===== src/rtl/median_pkg.sv =====
// Shared constants and types for the 3x3 median engine.
package median_pkg;

    localparam int unsigned DATA_W_DEF = 8;
    localparam int unsigned PIPE_DEPTH = 3;
    localparam int unsigned CNT_W      = 2;
    localparam int unsigned WIN_COLS   = 3;

    localparam logic [CNT_W-1:0] CNT_FULL = CNT_W'(WIN_COLS - 1);

    typedef struct packed {
        logic [DATA_W_DEF-1:0] top;
        logic [DATA_W_DEF-1:0] mid;
        logic [DATA_W_DEF-1:0] bot;
    } column_t;

endpackage


===== src/rtl/sort3.sv =====
// Combinational 3-input sorter: three compare-exchange steps give low/mid/high.
module sort3 #(
    parameter int unsigned DATA_W = 8
) (
    input  logic [DATA_W-1:0] i_a,
    input  logic [DATA_W-1:0] i_b,
    input  logic [DATA_W-1:0] i_c,
    output logic [DATA_W-1:0] o_lo,
    output logic [DATA_W-1:0] o_mid,
    output logic [DATA_W-1:0] o_hi
);

    logic [DATA_W-1:0] x0;
    logic [DATA_W-1:0] x1;
    logic [DATA_W-1:0] x2;
    logic [DATA_W-1:0] tmp;

    always_comb begin
        x0  = i_a;
        x1  = i_b;
        x2  = i_c;
        tmp = '0;
        if (x0 > x1) begin
            tmp = x0;
            x0  = x1;
            x1  = tmp;
        end
        if (x1 > x2) begin
            tmp = x1;
            x1  = x2;
            x2  = tmp;
        end
        if (x0 > x1) begin
            tmp = x0;
            x0  = x1;
            x1  = tmp;
        end
        o_lo  = x0;
        o_mid = x1;
        o_hi  = x2;
    end

endmodule


===== src/rtl/median_3x3_engine.sv =====
// Streaming 3x3 median filter: column shift register feeding a 3-stage
// sort network (column sort, cross-column reduce, final median).
module median_3x3_engine import median_pkg::*; #(
    parameter int unsigned DATA_W = DATA_W_DEF
) (
    input  logic              i_clk,
    input  logic              i_rst_n,
    input  logic              i_enable_3x3,
    input  logic [DATA_W-1:0] i_col_top,
    input  logic [DATA_W-1:0] i_col_mid,
    input  logic [DATA_W-1:0] i_col_bot,
    output logic [DATA_W-1:0] o_median,
    output logic              o_valid,
    output logic              o_row_done
);

    // Column layout: index 0 = top, 1 = mid, 2 = bot.
    logic [2:0][DATA_W-1:0]      col_in_c;
    logic [2:0][2:0][DATA_W-1:0] win_c;

    logic [CNT_W-1:0]       col_cnt_q, col_cnt_d;
    logic [2:0][DATA_W-1:0] c1_q, c1_d;
    logic [2:0][DATA_W-1:0] c2_q, c2_d;
    logic                   launch_c;

    logic [2:0][DATA_W-1:0] s1_lo_c, s1_mid_c, s1_hi_c;
    logic [2:0][DATA_W-1:0] s1_lo_q, s1_lo_d;
    logic [2:0][DATA_W-1:0] s1_mid_q, s1_mid_d;
    logic [2:0][DATA_W-1:0] s1_hi_q, s1_hi_d;

    logic [DATA_W-1:0] s2_max_lo_q, s2_max_lo_d;
    logic [DATA_W-1:0] s2_med_mid_q, s2_med_mid_d;
    logic [DATA_W-1:0] s2_min_hi_q, s2_min_hi_d;
    logic [DATA_W-1:0] mid_min_c, mid_max_c, mid_upper_c;

    logic [DATA_W-1:0] s3_lo_c, s3_mid_c, s3_hi_c;
    logic              unused_s3;

    logic [PIPE_DEPTH-1:0] valid_q, valid_d;
    logic [DATA_W-1:0]     median_q, median_d;
    logic                  row_done_q, row_done_d;

    assign col_in_c = {i_col_bot, i_col_mid, i_col_top};
    assign win_c    = {col_in_c, c1_q, c2_q};
    assign launch_c = i_enable_3x3 && (col_cnt_q == CNT_FULL);

    // Column shift register and per-row column count.
    always_comb begin
        col_cnt_d = col_cnt_q;
        c1_d      = c1_q;
        c2_d      = c2_q;
        if (i_enable_3x3) begin
            c1_d = col_in_c;
            c2_d = c1_q;
            if (col_cnt_q != CNT_FULL) begin
                col_cnt_d = CNT_W'(col_cnt_q + CNT_W'(1));
            end
        end else begin
            col_cnt_d = '0;
        end
    end

    // S1: sort each window column independently.
    for (genvar g = 0; g < 3; g++) begin : g_s1_sort
        sort3 #(.DATA_W(DATA_W)) u_sort3 (
            .i_a   (win_c[g][0]),
            .i_b   (win_c[g][1]),
            .i_c   (win_c[g][2]),
            .o_lo  (s1_lo_c[g]),
            .o_mid (s1_mid_c[g]),
            .o_hi  (s1_hi_c[g])
        );
    end

    always_comb begin
        s1_lo_d  = s1_lo_c;
        s1_mid_d = s1_mid_c;
        s1_hi_d  = s1_hi_c;
    end

    // S2: max of lows, median of mids, min of highs.
    always_comb begin
        s2_max_lo_d = s1_lo_q[0];
        if (s1_lo_q[1] > s2_max_lo_d) s2_max_lo_d = s1_lo_q[1];
        if (s1_lo_q[2] > s2_max_lo_d) s2_max_lo_d = s1_lo_q[2];

        s2_min_hi_d = s1_hi_q[0];
        if (s1_hi_q[1] < s2_min_hi_d) s2_min_hi_d = s1_hi_q[1];
        if (s1_hi_q[2] < s2_min_hi_d) s2_min_hi_d = s1_hi_q[2];

        mid_min_c    = (s1_mid_q[0] < s1_mid_q[1]) ? s1_mid_q[0] : s1_mid_q[1];
        mid_max_c    = (s1_mid_q[0] < s1_mid_q[1]) ? s1_mid_q[1] : s1_mid_q[0];
        mid_upper_c  = (mid_max_c < s1_mid_q[2]) ? mid_max_c : s1_mid_q[2];
        s2_med_mid_d = (mid_min_c > mid_upper_c) ? mid_min_c : mid_upper_c;
    end

    // S3: median of the three reduced values.
    sort3 #(.DATA_W(DATA_W)) u_sort3_final (
        .i_a   (s2_max_lo_q),
        .i_b   (s2_med_mid_q),
        .i_c   (s2_min_hi_q),
        .o_lo  (s3_lo_c),
        .o_mid (s3_mid_c),
        .o_hi  (s3_hi_c)
    );

    assign unused_s3 = ^{s3_lo_c, s3_hi_c};

    // Valid shift and row-end detection: rows are separated by at least two
    // fill columns, so a valid not followed by another marks the row's last.
    always_comb begin
        valid_d    = {valid_q[PIPE_DEPTH-2:0], launch_c};
        median_d   = valid_q[PIPE_DEPTH-2] ? s3_mid_c : '0;
        row_done_d = valid_q[PIPE_DEPTH-1] && !valid_q[PIPE_DEPTH-2];
    end

    always_ff @(posedge i_clk) begin
        if (!i_rst_n) begin
            col_cnt_q    <= '0;
            c1_q         <= '0;
            c2_q         <= '0;
            s1_lo_q      <= '0;
            s1_mid_q     <= '0;
            s1_hi_q      <= '0;
            s2_max_lo_q  <= '0;
            s2_med_mid_q <= '0;
            s2_min_hi_q  <= '0;
            valid_q      <= '0;
            median_q     <= '0;
            row_done_q   <= 1'b0;
        end else begin
            col_cnt_q    <= col_cnt_d;
            c1_q         <= c1_d;
            c2_q         <= c2_d;
            s1_lo_q      <= s1_lo_d;
            s1_mid_q     <= s1_mid_d;
            s1_hi_q      <= s1_hi_d;
            s2_max_lo_q  <= s2_max_lo_d;
            s2_med_mid_q <= s2_med_mid_d;
            s2_min_hi_q  <= s2_min_hi_d;
            valid_q      <= valid_d;
            median_q     <= median_d;
            row_done_q   <= row_done_d;
        end
    end

    assign o_median   = median_q;
    assign o_valid    = valid_q[PIPE_DEPTH-1];
    assign o_row_done = row_done_q;

endmodule


===== config.mk =====
export PLATFORM = sky130hd
export DESIGN_NAME = median_3x3_engine
export DESIGN_NICKNAME = d
export VERILOG_FILES = /design/src/rtl/median_pkg.sv /design/src/rtl/sort3.sv /design/src/rtl/median_3x3_engine.sv
export SDC_FILE = /design/constraint.sdc
export NUM_CORES = 1
export LEC_CHECK = 0
export BUFFER_PORTS_ARGS = -buffer_cell sky130_fd_sc_hd__clkbuf_2
export CORE_ASPECT_RATIO = 1.1
export CORE_MARGIN = 4
export CORE_UTILIZATION = 40
export DETAILED_ROUTE_END_ITERATION = 6
export PLACE_DENSITY_LB_ADDON = 0.2
export SLEW_MARGIN = 20
export SYNTH_ARGS = -nofsm -noshare
export SYNTH_HDL_FRONTEND = slang
export SYNTH_SLANG_ARGS = --single-unit

===== constraint.sdc =====
create_clock -name i_clk -period 13.1 [get_ports i_clk]
set_input_delay 1.31 -clock i_clk [delete_from_list [all_inputs] [get_ports i_clk]]
set_output_delay 1.31 -clock i_clk [all_outputs]
set_load 0.02 [all_outputs]

==> flow_summary_export.csv <==
group,metric,value,unit
floorplanning,core_area,0.0281,mm2
place,hpwl,25900,um
cts,cts_tree,"done",
final_layout,layout-drive-gt1-share,0.112,
power,vdd_drop_max,0.000180,V
sta,finalSetupTns,0,ns
cts,clock_latency,0.43,ns
yosys,synth_xor_area_frac,0.000761,
place,port_buffers,36,
yosys,synth_cells,1315,
sta,max_freq,142,MHz
run_status,outcome,"finished clean",
floorplanning,start_util,0.410,
hold_path,hold_path.class,"reg2reg",
yosys,ys_warn_count,0,
setup_path,start_kind,"input pin",
power,powerDensity,262,mW/mm2
sta,fin_crit_sh,0.538,
cts,postCtsResizedCells,0,
sta,hold_viol_final,0,
sta,tightest_slew,1.02,ns
floorplanning,io_pins,37,
yosys,synthFlopType,"dfxtp_1",
route,drt-initial-drc-count,644,
global_route,grt_pass1_vias,9474,
final_layout,layout.nets,1488,
route,avgRoutedWirePerCell,19.4,um
floorplanning,die_y,186,um
route,drc,0,
yosys,synth-compound-area-share,0.227,
cts,htreeDepth,4,
yosys,yosys.cell_types.count,75,
route,ant_nets,0,
yosys,muxShareOfSynthArea,0.104,
route,viasPerCell,5.82,
place,globalplace.congestion,0.897,
global_route,grt_usage,0.209,
power,p_leak,5.77,nW
yosys,syn_area,0.0115,mm2
yosys,synthTopCellsByArea,"dfxtp_1 27%, ha_1 16%, mux2i_1 9.0%, inv_1 5.1%, nor2_1 3.1%",
yosys,yosys.area.top_type_share,0.275,
yosys,syn_area_per_cell,8.76,um2
final_layout,fillers,2796,
setup_path,required,13.45,ns
yosys,synth_top_area_cell,"dfxtp_1",
yosys,synthArstFlopShare,0,
yosys,synth_top_family_by_area,"compound AO/OA/AOI/OAI gates",
cts,ctsHoldBuffers,0,
cts,clkTransAtPathRegs,0.07,ns
flow_run,maxCapViolCount,0,
setup_path,cp.arrival,7.40,ns
sta,slew_violations,0,
setup_path,cp_max_fo,24,
final_layout,area_growth,8.11,%
sta,period_minus_slack,7.05,ns
route,wirelength,32700,um
route,drtPass1Iterations,5,
cts,clockBufferDepth,2,
yosys,synthAdderAreaFrac,0.162,
yosys,ys_seq_elements,158,
yosys,ys_seq_area_frac,0.275,
global_route,grt_pass1_wl,51900,um
yosys,syn_nets,1491,
sta,relSlewSlack,0.321,
cts,numCtsBuffers,17,
route,vias,9827,
cts,cts_sinks,158,
place,place_inst,1656,
cts,post_cts.repair.setup_buffers,0,
global_route,grt_overflow,0,
yosys,synth_edf_count,0,
sta,fin_skew,0.0134,ns
setup_path,end_kind,"register",
cts,cts-root-buf,"clkbuf_16",
sta,rsz0062_at_grt,"false",
setup_path,path_class,"in2reg",
yosys,yosys.area_share.simple,0.152,
global_route,antenna_found_initial,0,
global_route,grt_max_degree,70,
floorplanning,dieArea,0.0316,mm2
final_layout,diodes,0,
floorplanning,die_w,170,um
floorplanning,row_count,64,
final_layout,instances_no_fill,1688,
sta,setup_violations,0,
## synthesized netlist by cell type (all sizes together) (11+ instances only)
cell type / n
and4: 17
a21o: 42
buf: 28
mux2i: 107
or2: 11
nor2: 98
o41ai: 14
nor3: 24
nand3: 57
a31oi: 15
clkbuf: 33
a21oi: 48
and2: 17
inv: 156
nand4: 12
o22ai: 54
nand2: 30
and3: 26
dfxtp: 158
ha: 149
o21ai: 50
a211oi: 50
## critical path: stages
cell and delay [ns]:
clkbuf_2 0.13, inv_1 0.07, ha_1 0.30, and3_1 0.39
nand4_4 0.26, and2_1 0.31, a21o_1 0.48, a21oi_1 0.36
inv_1 0.07, ha_1 0.29, nand3_1 0.15, nor2_1 0.08
a32oi_2 0.39, and2_1 0.87, o41ai_2 0.21, ha_1 0.35
nand3_1 0.11, nor3_1 0.25, nor2_1 0.07, o21a_1 0.13
or3_1 0.56, o22ai_1 0.23
## flip-flops by register name (all words and copies together), names as in the netlist
register and cells:
o_row_done 1, s2_max_lo_q 8, s1_mid_q 24, c1_q 24
valid_q 3, s2_med_mid_q 8, s2_min_hi_q 8, s1_lo_q 24
o_median 8, c2_q 24, col_cnt_q 2, s1_hi_q 24
## power breakdown
group | internal (mW) | leakage (nW) | switching (mW) | total [mW]
Combinational | 0.820 | 4.18 | 1.28 | 2.10
Sequential | 0.573 | 1.30 | 0.0809 | 0.654
Clock | 0.291 | 0.292 | 0.213 | 0.504
## final cells by class
class / count / area (um2) / area share
Clock inverter: 13 / 156 / 0.0126
Sequential cell: 158 / 3160 / 0.254
Clock buffer: 19 / 443 / 0.0356
Tap cell: 363 / 454 / 0.0365
Multi-Input combinational cell: 939 / 7440 / 0.598
Timing Repair Buffer: 39 / 203 / 0.0163
Inverter: 157 / 589 / 0.0473
## stage by stage
stage | setup WS (ns) | utilization | cell area (um2) | power [mW] | hold WS (ns)
6_report | 6.05 | 0.443 | 12400 | 3.26 | 0.441
5_1_grt | 5.51 | 0.443 | 12400 | 3.55 | 0.471
4_1_cts | 5.87 | 0.443 | 12400 | 3.24 | 0.445
3_5_place_dp | 5.44 | 0.421 | 11800 | 2.73 | 0.427
3_3_place_gp | 5.61 | 0.421 | 11800 | 2.71 | 0.422
2_1_floorplan | 6.93 | - | 11500 | 2.31 | 0.398
## kinds of logic (layout without fill, tap and decap cells)
kind of cell / after synthesis / count (layout)
buffers and inverters: 218 / 228
DFF: 158 / 158
adders and majority gates: 149 / 149
xor gates and xnor gates: 1 / 1
AOI/OAI and AO/OA: 344 / 344
muxes: 115 / 115
and+or+nand+nor: 330 / 330
## routing by layer
layer,up-vias,GRT usage,wire [um]
met5,-,0,0
met4,0,0.0651,873
met3,49,0.0272,1380
met2,275,0.362,15700
met1,4672,0.272,14700
li1,4831,-,-
## final timing paths
path                              startpoint  cells after the start  slack (ns)              end
worst min register to register    valid_q[0]                      1        0.44       valid_q[1]
worst min-delay path              valid_q[0]                      1        0.44       valid_q[1]
worst max-delay path            i_col_mid[7]                     22        6.05      s1_lo_q[19]
worst max register to register  s1_mid_q[11]                     22        6.26  s2_med_mid_q[5]
## placed cells by master, fill, tap and decap left out, types with 15 or more instances in the layout
| cell type | instances |
|---|---|
| nand3_1 | 57 |
| mux2i_1 | 104 |
| inv_1 | 156 |
| and3_1 | 25 |
| and4_1 | 17 |
| a211oi_1 | 40 |
| clkbuf_2 | 35 |
| nor3_1 | 24 |
| ha_1 | 149 |
| a31oi_1 | 15 |
| nor2_1 | 96 |
| nand2_1 | 30 |
| a21o_1 | 42 |
| and2_1 | 16 |
| clkbuf_16 | 17 |
| o21ai_0 | 46 |
| a21oi_1 | 44 |
| dfxtp_1 | 158 |
| o22ai_1 | 54 |
Power figures use the tool's default switching activity.
